<file path="config.mk">
export PLATFORM = sky130hd
export DESIGN_NAME = kpd_scan
export DESIGN_NICKNAME = d
export VERILOG_FILES = /design/src/rtl/kpd_scan.sv
export SDC_FILE = /design/constraint.sdc
export NUM_CORES = 1
export LEC_CHECK = 0
export ABC_AREA = 1
export CAP_MARGIN = 15
export CORE_UTILIZATION = 40
export DETAILED_ROUTE_END_ITERATION = 7
export PLACE_DENSITY = 0.65
export SYNTH_ARGS = -nofsm -noshare
export SYNTH_HDL_FRONTEND = slang
export SYNTH_SLANG_ARGS = --single-unit
</file>
<file path="constraint.sdc">
create_clock -name clk -period 2.55 [get_ports clk]
set_clock_uncertainty 0.05 [all_clocks]
set_input_delay 0.51 -clock clk [delete_from_list [all_inputs] [get_ports clk]]
set_output_delay 0.51 -clock clk [all_outputs]
set_load 0.05 [all_outputs]
</file>
<file path="src/rtl/kpd_scan.sv">
// Keypad column scanner with frame-based debounce; key_state + key_any form a 13-bit pin bus at defaults.
// Optional KPD_GHOST_REJECT_EN: frames with more than two keys down never count as stable.
module kpd_scan #(
  parameter int ROWS     = 4,
  parameter int COLS     = 3,
  parameter int SCAN_DIV = 4,
  parameter int DB_CNT   = 3
) (
  input  logic                 clk,
  input  logic                 rst,
  input  logic                 scan_en,
  input  logic [ROWS-1:0]      kpd_row_n,
  output logic [COLS-1:0]      kpd_col_n,
  output logic [ROWS*COLS-1:0] key_state,
  output logic                 key_any,
  output logic                 key_evt
);
  localparam int NK = ROWS * COLS;
  localparam int IW = (NK > 1) ? $clog2(NK) : 1;
  localparam int CW = (COLS > 1) ? $clog2(COLS) : 1;
  localparam int DW = $clog2(SCAN_DIV);
  localparam int BW = $clog2(DB_CNT + 1);

  typedef enum logic [1:0] {DRIVE, SAMPLE, EVAL} state_t;

  state_t          state_q, state_d;
  logic [CW-1:0]   col_q, col_d;
  logic [DW-1:0]   div_q, div_d;
  logic            active_q;
  logic [ROWS-1:0] sync1_q, sync2_q;
  logic [NK-1:0]   raw_q, raw_d, prev_q;
  logic [BW-1:0]   cnt_q, cnt_d;
  logic            step, do_sample, do_eval, ghost, accept;

  // active_q delays the first frame by one cycle after enable so it starts clean
  assign step      = active_q && scan_en;
  assign do_sample = step && (state_q == SAMPLE);
  assign do_eval   = step && (state_q == EVAL);
  assign key_any   = |key_state;

  always_comb begin
    state_d = state_q;
    col_d   = col_q;
    div_d   = div_q;
    if (!step) begin
      state_d = DRIVE;
      col_d   = '0;
      div_d   = '0;
    end else begin
      case (state_q)
        DRIVE: begin
          if (div_q == DW'(SCAN_DIV - 1)) begin
            div_d   = '0;
            state_d = SAMPLE;
          end else begin
            div_d = div_q + 1'b1;
          end
        end
        SAMPLE: begin
          if (col_q == CW'(COLS - 1)) begin
            state_d = EVAL;
          end else begin
            col_d   = col_q + 1'b1;
            state_d = DRIVE;
          end
        end
        EVAL: begin
          col_d   = '0;
          state_d = DRIVE;
        end
        default: state_d = DRIVE;
      endcase
    end
  end

  always_comb begin
    kpd_col_n = '1;
    if (step && state_q == DRIVE) kpd_col_n[col_q] = 1'b0;
  end

  always_comb begin
    raw_d = raw_q;
    if (do_sample) begin
      for (int r = 0; r < ROWS; r++)
        raw_d[IW'(r * COLS) + IW'(col_q)] = ~sync2_q[r];
    end
  end

`ifdef KPD_GHOST_REJECT_EN
  logic [IW:0] ones;
  always_comb begin
    ones = '0;
    for (int i = 0; i < NK; i++) ones = ones + (IW + 1)'(raw_q[i]);
    ghost = (ones > (IW + 1)'(2));
  end
`else
  assign ghost = 1'b0;
`endif

  always_comb begin
    cnt_d = '0;
    if (!ghost && raw_q == prev_q)
      cnt_d = (cnt_q == BW'(DB_CNT)) ? cnt_q : cnt_q + 1'b1;
  end

  assign accept = do_eval && !ghost && (cnt_d == BW'(DB_CNT)) && (raw_q != key_state);

  always_ff @(posedge clk) begin
    if (rst) begin
      sync1_q   <= '1;
      sync2_q   <= '1;
      state_q   <= DRIVE;
      col_q     <= '0;
      div_q     <= '0;
      active_q  <= 1'b0;
      raw_q     <= '0;
      prev_q    <= '0;
      cnt_q     <= '0;
      key_state <= '0;
      key_evt   <= 1'b0;
    end else begin
      sync1_q  <= kpd_row_n;
      sync2_q  <= sync1_q;
      state_q  <= state_d;
      col_q    <= col_d;
      div_q    <= div_d;
      active_q <= scan_en;
      key_evt  <= accept;
      if (!scan_en) begin
        raw_q <= '0;
        cnt_q <= '0;
      end else begin
        raw_q <= raw_d;
        if (do_eval) begin
          cnt_q <= cnt_d;
          if (!ghost) prev_q <= raw_q;
          if (accept) key_state <= raw_q;
        end
      end
    end
  end
endmodule

</file>
# Word level (Yosys, flattened, before mapping)
# Cells that the tools add are included.
word_totals:
  regBits: 54
  in_bits: 7
classes:
  n_eq_ne: 10
  magnitude_cmp: 10
  reduce_logical: 19
  bitwise: 7
  addsub: 6
  n_mux: 23
op_table:
  columns: ["operator", "n"]
  rows:
  - ["$bwmux 12", 4]
  - ["$demux 1 s4", 3]
  - ["$eq 12x12->1", 1]
  - ["$mux 2", 6]
  - ["$ne 12x12->1", 1]
  - ["$reduce_or 12->1", 1]
  - ["$logic_and 1x1->1", 11]
  - ["$eq 2x2->1 const B", 5]
  - ["$lt 4x5->1 const B", 2]
  - ["$ge 4x1->1 const B", 2]
  - ["$pmux 2 s2", 2]
  - ["$add 2x1->2 const B", 3]
  - ["$not 1->1", 6]
  - ["$lt 2x5->1 const B", 1]
  - ["$lt 3x5->1 const B", 1]
  - ["$mux 1", 5]
  - ["$add 3x2->4 const A", 1]
  - ["$add 4x2->4 const A", 1]
  - ["$demux 1 s2", 2]
  - ["$ge 2x1->1 const B", 2]
  - ["$ne 2x2->1 const B", 2]
  - ["$reduce_and 2->1", 2]
  - ["$reduce_or 2->1", 2]
  - ["$add 2x2->3 const A", 1]
  - ["8 further kinds", 8]

# Depth between registers and ports, before layout
depth:
  ltp_word: 8
  mapped_depth: 12

# Least setup slack after synthesis
# No wires, ideal clock.
synth_timing:
  path_type: "register -> output"
  from: "reg key_state[10]"
  to: "out key_any"
  stages_incl_launch_ff: 3
  slack_ps: 748
  path_buffers: 0
  t_required_ps: 1990
  arrival_ps: 1242
  path_cell_list: "dfxtp_1 -> nor4_1 -> nand3_1"
synth_between:
  elab_chain_cells: 1
synth_lines:
  columns: ["item", "line_no", "source"]
  rows:
  - ["from (decl)", "14", "output logic [ROWS*COLS-1:0] key_state,"]
  - ["from (signal assigned)", "137", "if (accept) key_state <= raw_q;"]
  - ["$reduce_or 12->1", "39", "assign key_any = |key_state;"]
  - ["to (decl)", "15", "output logic key_any,"]
# No other way between the ends.

# Final worst setup path
# Same ends and word-level chain as after synthesis.

==> parameters.txt <==
Parameter                              Value

Outcome
  Run status ... completed

Global route
  Antenna violations before repair ... 0
  Largest net degree at the start of global routing ... 26
  Global router's overall resource usage ... 18.1%
  Number of global-route vias before repair ... 1947
  Global-route wire length before repair ... 9.14 mm
  Total gr overflow ... 0

Synth
  Netlist cell types ... 30
  Net Count, Synth ... 367
  Synthesized area divided by synthesized cell count ... 7.27 µm²
  Largest area contributor in the synthesized netlist ... dfxtp_1
  Count of state elements after synthesis ... 54
  Instance count of the mapped netlist ... 352
  Netlist Area Pre-Place ... 2560 µm²
  Leading cell types by total area after synthesis ... dfxtp_1, nand2_1, nor2_1
  Count of yosys warnings during synthesis ... 0
  Sequential area share after synthesis ... 42.3%
  Top flip-flop cell by instance count after synthesis ... dfxtp_1
  Area share of the leading cell type in the synthesized netlist ... 42.3%
  Async SR Flop Fraction ... 0%
  Number of enable flip-flop cells after synthesis ... 0

Clock tree
  CTS Hold Buffers Added ... 0
  Master cell of the clock root buffer ... clkbuf_8
  CTS H-tree lvls ... 2
  Clock Tree Buf Depth ... 2
  TritonCTS clock tree ... yes
  CTS sink cnt ... 54
  Clock slew at the register clock pins of the worst setup and hold paths ... 0.10 ns
  Post CTS Setup Buffer Count ... 0
  Clock Latency Late Sink ... 0.32 ns
  Total of cells resized after clock tree synthesis ... 0
  Number of buffers added by the clock tree synthesis step ... 5

Detailed routing
  Via density per instance ... 4.86
  Total via count after detailed routing ... 2205
  Final routed DRC violation total ... 0
  Total iterations of the first detailed-routing run ... 4
  Iteration-0 DRC Markers ... 139
  Remaining antenna violation count ... 0
  Overall routed net length ... 5.45 mm
  Routed len/inst ... 12.0 µm

Flow run
  Number of max-capacitance violations reported ... 0

Power
  Power dissipated by switching net loads ... 0.317 mW
  Relative contribution of combinational cells to total power ... 2.6%
  Leakage power figure ... 1.34 nW
  Clock share of power ... 44.1%
  Power Total ... 1.60 mW
  Proportion of total power due to net switching ... 19.8%
  Share of power burned in registers ... 53.2%
  Cell-internal power ... 1.29 mW
  P per Cell Area ... 534 nW/µm²
  Max VDD drop ... 0.000319 V

Setup path
  Biggest cell delay along the critical path ... 0.71 ns
  Maximum fanout encountered on the critical timing path ... 4
  Category of the worst setup path capture point ... primary output
  Worst Path Required ... 1.99 ns
  CP max stage cell ... clkdlybuf4s50_1
  Cell-by-cell listing of the critical path ... nor4_1 -> nand3_1 -> clkdlybuf4s50_1
  Data arrival time of the critical path ... 1.80 ns
  Startpoint-to-endpoint class of the critical path ... register to primary output
  Critical path startpoint category ... register

Place
  Placed cell count ... 446
  Placed Instance Area ... 2860 µm²
  GPL Wtd Cong ... 0.821
  Number of I/O port buffers ... 23
  DP HPWL ... 3.95 mm
  Post-Place Worst Slack ... 0.217 ns

Die
  Area of the die ... 6720 µm²
  Die W ... 82.0 µm
  Core Box Area ... 6060 µm²
  Vertical die dimension ... 82.0 µm
  FP Rows ... 28
  I/O pin count ... 24
  Starting utilization of the core area ... 42.2%

Final layout
  Final Core Density ... 49.6%
  Final Cell Area ... 3000 µm²
  Total Nets Final ... 393
  Non-filler instance count after layout ... 454
  N_diodes ... 0
  Layout area overhead ... 17.5%
  Fraction of final layout cells with drive strength greater than 1 ... 7.65%
  Fill count ... 620

Timing
  Fmax ... 423 MHz
  Crit path setup slack, layout ... 0.189 ns
  Headroom to the max-slew limit ... 67.2%
  Final count of pins violating max slew ... 0
  Transition at the pin with the smallest max-transition slack ... 0.491 ns
  Hold_ws ... 0.365 ns
  Final setup violation count ... 0
  Number of hold-slack violations in the final timing report ... 0
  Fin Setup TNS ... 0 ns
  Post-layout minimum cycle time ... 2.36 ns
  RSZ-0062 raised after global routing ... false
  Share of the cycle needed by the critical path after routing ... 92.6%

Hold path
  Path class of the lowest-slack min-delay path ... register to register
## power by group through the flow
stage               sequential (mW)  combinational [mW]  clock [mW]
floorplan                     0.872              0.0231           0
global placement              0.873              0.0420           0
detailed placement            0.873              0.0426           0
CTS                           0.854              0.0425       0.721
global route                  0.855              0.0467       0.758
finish                        0.854              0.0421       0.708
## layout make-up
cell class              instances  area (µm²)  share of cell area, %
well taps                      75        93.8                   3.12
repair buffers                 26         245                   8.16
multi-input cells             244        1260                   42.1
flip-flops and latches         54        1080                   36.0
clock buffers                   6        82.6                   2.75
inverters                      47         176                   5.87
clock inverters                 2        60.1                   2.00
## per-layer routing
layer | track usage (%) | vias up | routed length, µm
met4 | 4.74 | 0 | 60
met3 | 4.33 | 6 | 210
met1 | 23.8 | 991 | 2740
met2 | 29.3 | 36 | 2440
li1 | - | 1172 | -
met5 | 0 | - | 0
## layout by cell type, fill, tap and decap left out, types with 2 or more instances in the layout
master            n
or2_2             8
inv_1            44
a311oi_1          2
nor2_1           51
nand2_1          83
nor2_4            2
nand3_1           8
clkdlybuf4s50_1  20
a21oi_1          20
nor4_1            3
clkbuf_8          6
ha_1              8
nand4_1           3
a211oi_1          7
inv_2             3
bufinv_16         2
dfxtp_1          54
buf_4             6
o22ai_1           2
o21ai_0          23
xnor2_1          15
## kinds of logic (layout without fill, tap and decap cells)
| group | count (synthesis) | count (layout) | share of synthesized area (%) |
|---|---|---|---|
| adders and majority gates | 8 | 8 | 3.91 |
| DFF | 54 | 54 | 42.3 |
| buffers and inverters | 54 | 81 | 8.27 |
| and+or+nand+nor | 162 | 162 | 27.1 |
| AOI/OAI and AO/OA | 58 | 58 | 13.0 |
| muxes | 1 | 1 | 0.391 |
| xor gates and xnor gates | 15 | 15 | 5.14 |
## sequential cells by signal, summed over array words and instances (netlist names)
| register | flops |
|---|---|
| sync2_q | 4 |
| state_q | 2 |
| sync1_q | 4 |
| col_q | 2 |
| key_state | 12 |
| raw_q | 12 |
| div_q | 2 |
| prev_q | 12 |
| active_q | 1 |
| key_evt | 1 |
| cnt_q | 2 |
## synth_stat cells, types with 2 or more instances
library cell,instances
a211oi_1,7
a21oi_1,20
a311oi_1,2
clkbuf_1,4
dfxtp_1,54
ha_1,8
inv_1,44
inv_2,3
nand2_1,83
nand3_1,8
nand4_1,3
nor2_1,51
nor2_4,2
nor4_1,3
o21ai_0,23
o22ai_1,2
or2_2,8
xnor2_1,15
## path summary, 6_finish.rpt
check / startpoint / slack (ns) / depth (start not counted) / endpoint
setup / recovery: key_state[10] / 0.19 / 3 / key_any
hold / removal: sync1_q[3] / 0.36 / 1 / sync2_q[3]
setup reg to reg: col_q[0] / 0.71 / 5 / raw_q[5]
hold reg to reg: sync1_q[3] / 0.36 / 1 / sync2_q[3]
## critical path, delay by kind of cell (launching register included)
family / cells / cell delay [ns]
and+or+nand+nor: 2 / 0.40
DFF: 1 / 0.37
buffers and inverters: 1 / 0.71
No activity file was read; power rests on OpenSTA's default activity.
==> RTL change, RTL diff (same settings) <==
Change the parameter `DB_CNT` from 3 to 6.
--- a/src/rtl/kpd_scan.sv
+++ b/src/rtl/kpd_scan.sv
@@ -4,7 +4,7 @@
   parameter int ROWS     = 4,
   parameter int COLS     = 3,
   parameter int SCAN_DIV = 4,
-  parameter int DB_CNT   = 3
+  parameter int DB_CNT   = 6
 ) (
   input  logic                 clk,
   input  logic                 rst,
Check against the original RTL: same outputs for any inputs over 10 cycles, from zero or initial values and one cycle with rst high; that may be too few to reach the edited logic, so the function may still have changed.
==> RTL change against the original RTL <==
The run now ends with DRC left. Sequential cell count grew 1. Cell area increased by 4.2%. Worst setup slack got worse by 0.056 ns. Highest routed layer unchanged. Die area rose by 6.5%. Hold slack worse by 0.0076 ns. Synthesized area rose by 6.7%. Routed wire length is 6.0% higher. Largest power group unchanged. Power shrank 4.3%. Utilization shrank 1.1 points.
==> RTL change: results (changes against the original RTL) <==
| Metric | Value |
|---|---|
| Synth top cells by count | `nand2_1, dfxtp_1, inv_1, nor2_1, a21oi_1` |
| Worst Tran Pin Value | `0.5728 ns (+0.08166 ns)` |
| Routed wl met2 | `2.539 mm (+4.3%)` |
| DR vias/cell | `4.924 (+1.4%)` |
| Power Combinational | `48.0 uW (+14%)` |
| Fin cells | `475 (+4.6%)` |
| Internal power | `1.205 mW (-6.3%)` |
| Vias in the first global route | `2105 (+8.1%)` |
| Final min period | `2.418 ns (+0.05629 ns)` |
| Worst hold path cell count | `1 (unchanged)` |
| Placed Cells | `467 (+4.7%)` |
| Largest net degree at the start of global routing | `27 (+3.8%)` |
| Nets | `414 (+5.3%)` |
| Residual DRC | `3 (+3)` |
| Reg-to-Reg End | `key_state[6]` |
| Pleak | `1.258 nW (-5.8%)` |
| Origin of the critical flop-to-flop path | `raw_q[4]` |
| Ratio of cells with drive above 1 in the final layout | `10.30% (+2.6 points)` |
| Dpl ws | `0.2208 ns (+0.003751 ns)` |
| Syn nets | `391 (+6.5%)` |
| GR Util met3 | `3.048% (-1.3 points)` |
| Clk. pwr | `617 uW (-13%)` |
| Critical Path AT | `1.86 ns (+0.06 ns)` |
| Failing checks | `DRC` |
| Met3 WL post-DR | `220 um (+4.8%)` |
| Hpwl dp | `4.216 mm (+6.8%)` |
| Power after layout | `1.535 mW (-4.3%)` |
| R2R Setup Slk | `0.62 ns (-0.09 ns)` |
| Wirelength per Cell | `12.16 um (+1.4%)` |
| Worst R2R Path Depth | `11 (+6)` |
| Gp weighted congestion | `0.8102 (-1.3%)` |
| Critical Path Max Stage Delay | `0.71 ns (about the same)` |
| Synth top area cells | `dfxtp_1, nand2_1, a21oi_1, inv_1, nor2_1` |
| Starting DRT DRC Count | `115 (-17%)` |
| Mapped Cells | `374 (+6.3%)` |
| M1 WL | `2.968 mm (+8.4%)` |
| Sequential fraction of the synthesis area | `40.35% (-1.9 points)` |
| Met1 Resource Use GR | `24.47% (+0.62 points)` |
| First-pass GRT wire length | `10.04 mm (+9.8%)` |
| Outcome | `finished, violations left` |
| Beginning of the critical path | `key_state[6]` |
| 1st-pass router iterations | `6 (+2)` |
| Peak VDD IR | `281.5 uV (-12%)` |
| Met2 Use GR | `27.20% (-2.1 points)` |
| Global-route usage over all layers | `17.57% (-0.51 points)` |
-- RTL change: final cells by class --
cell class,instances,area [sq um]
fill,647,3328
inverter,47,176.4
sequential,55,1101
clock inverter,2,35.03
clock buffer,6,82.58
tap,77,96.34
multi-input combinational,261,1386
timing repair buffer,27,252.7
-- RTL change: per-stage QoR --
stage | cell area [sq um] | util, % | hold slack (ns)
global route | 3131 | 48.47 | 0.3755
finish | 3131 | 48.47 | 0.3574
floorplan | 2729 | - | 0.3395
global placement | 3013 | 46.65 | 0.3407
detailed placement | 3013 | 46.65 | 0.3429
CTS | 3131 | 48.47 | 0.3660
-- RTL change: cell families (layout without fill, tap and decap cells) --
family,after synthesis,after routing,share of synthesized area (%)
fa+ha+maj,10,10,4.585
compound gates,74,74,15.50
buf+inv,58,82,8.849
xor+xnor,12,12,3.851
mux,1,1,0.3668
flops,55,55,40.35
simple gates,164,164,26.50
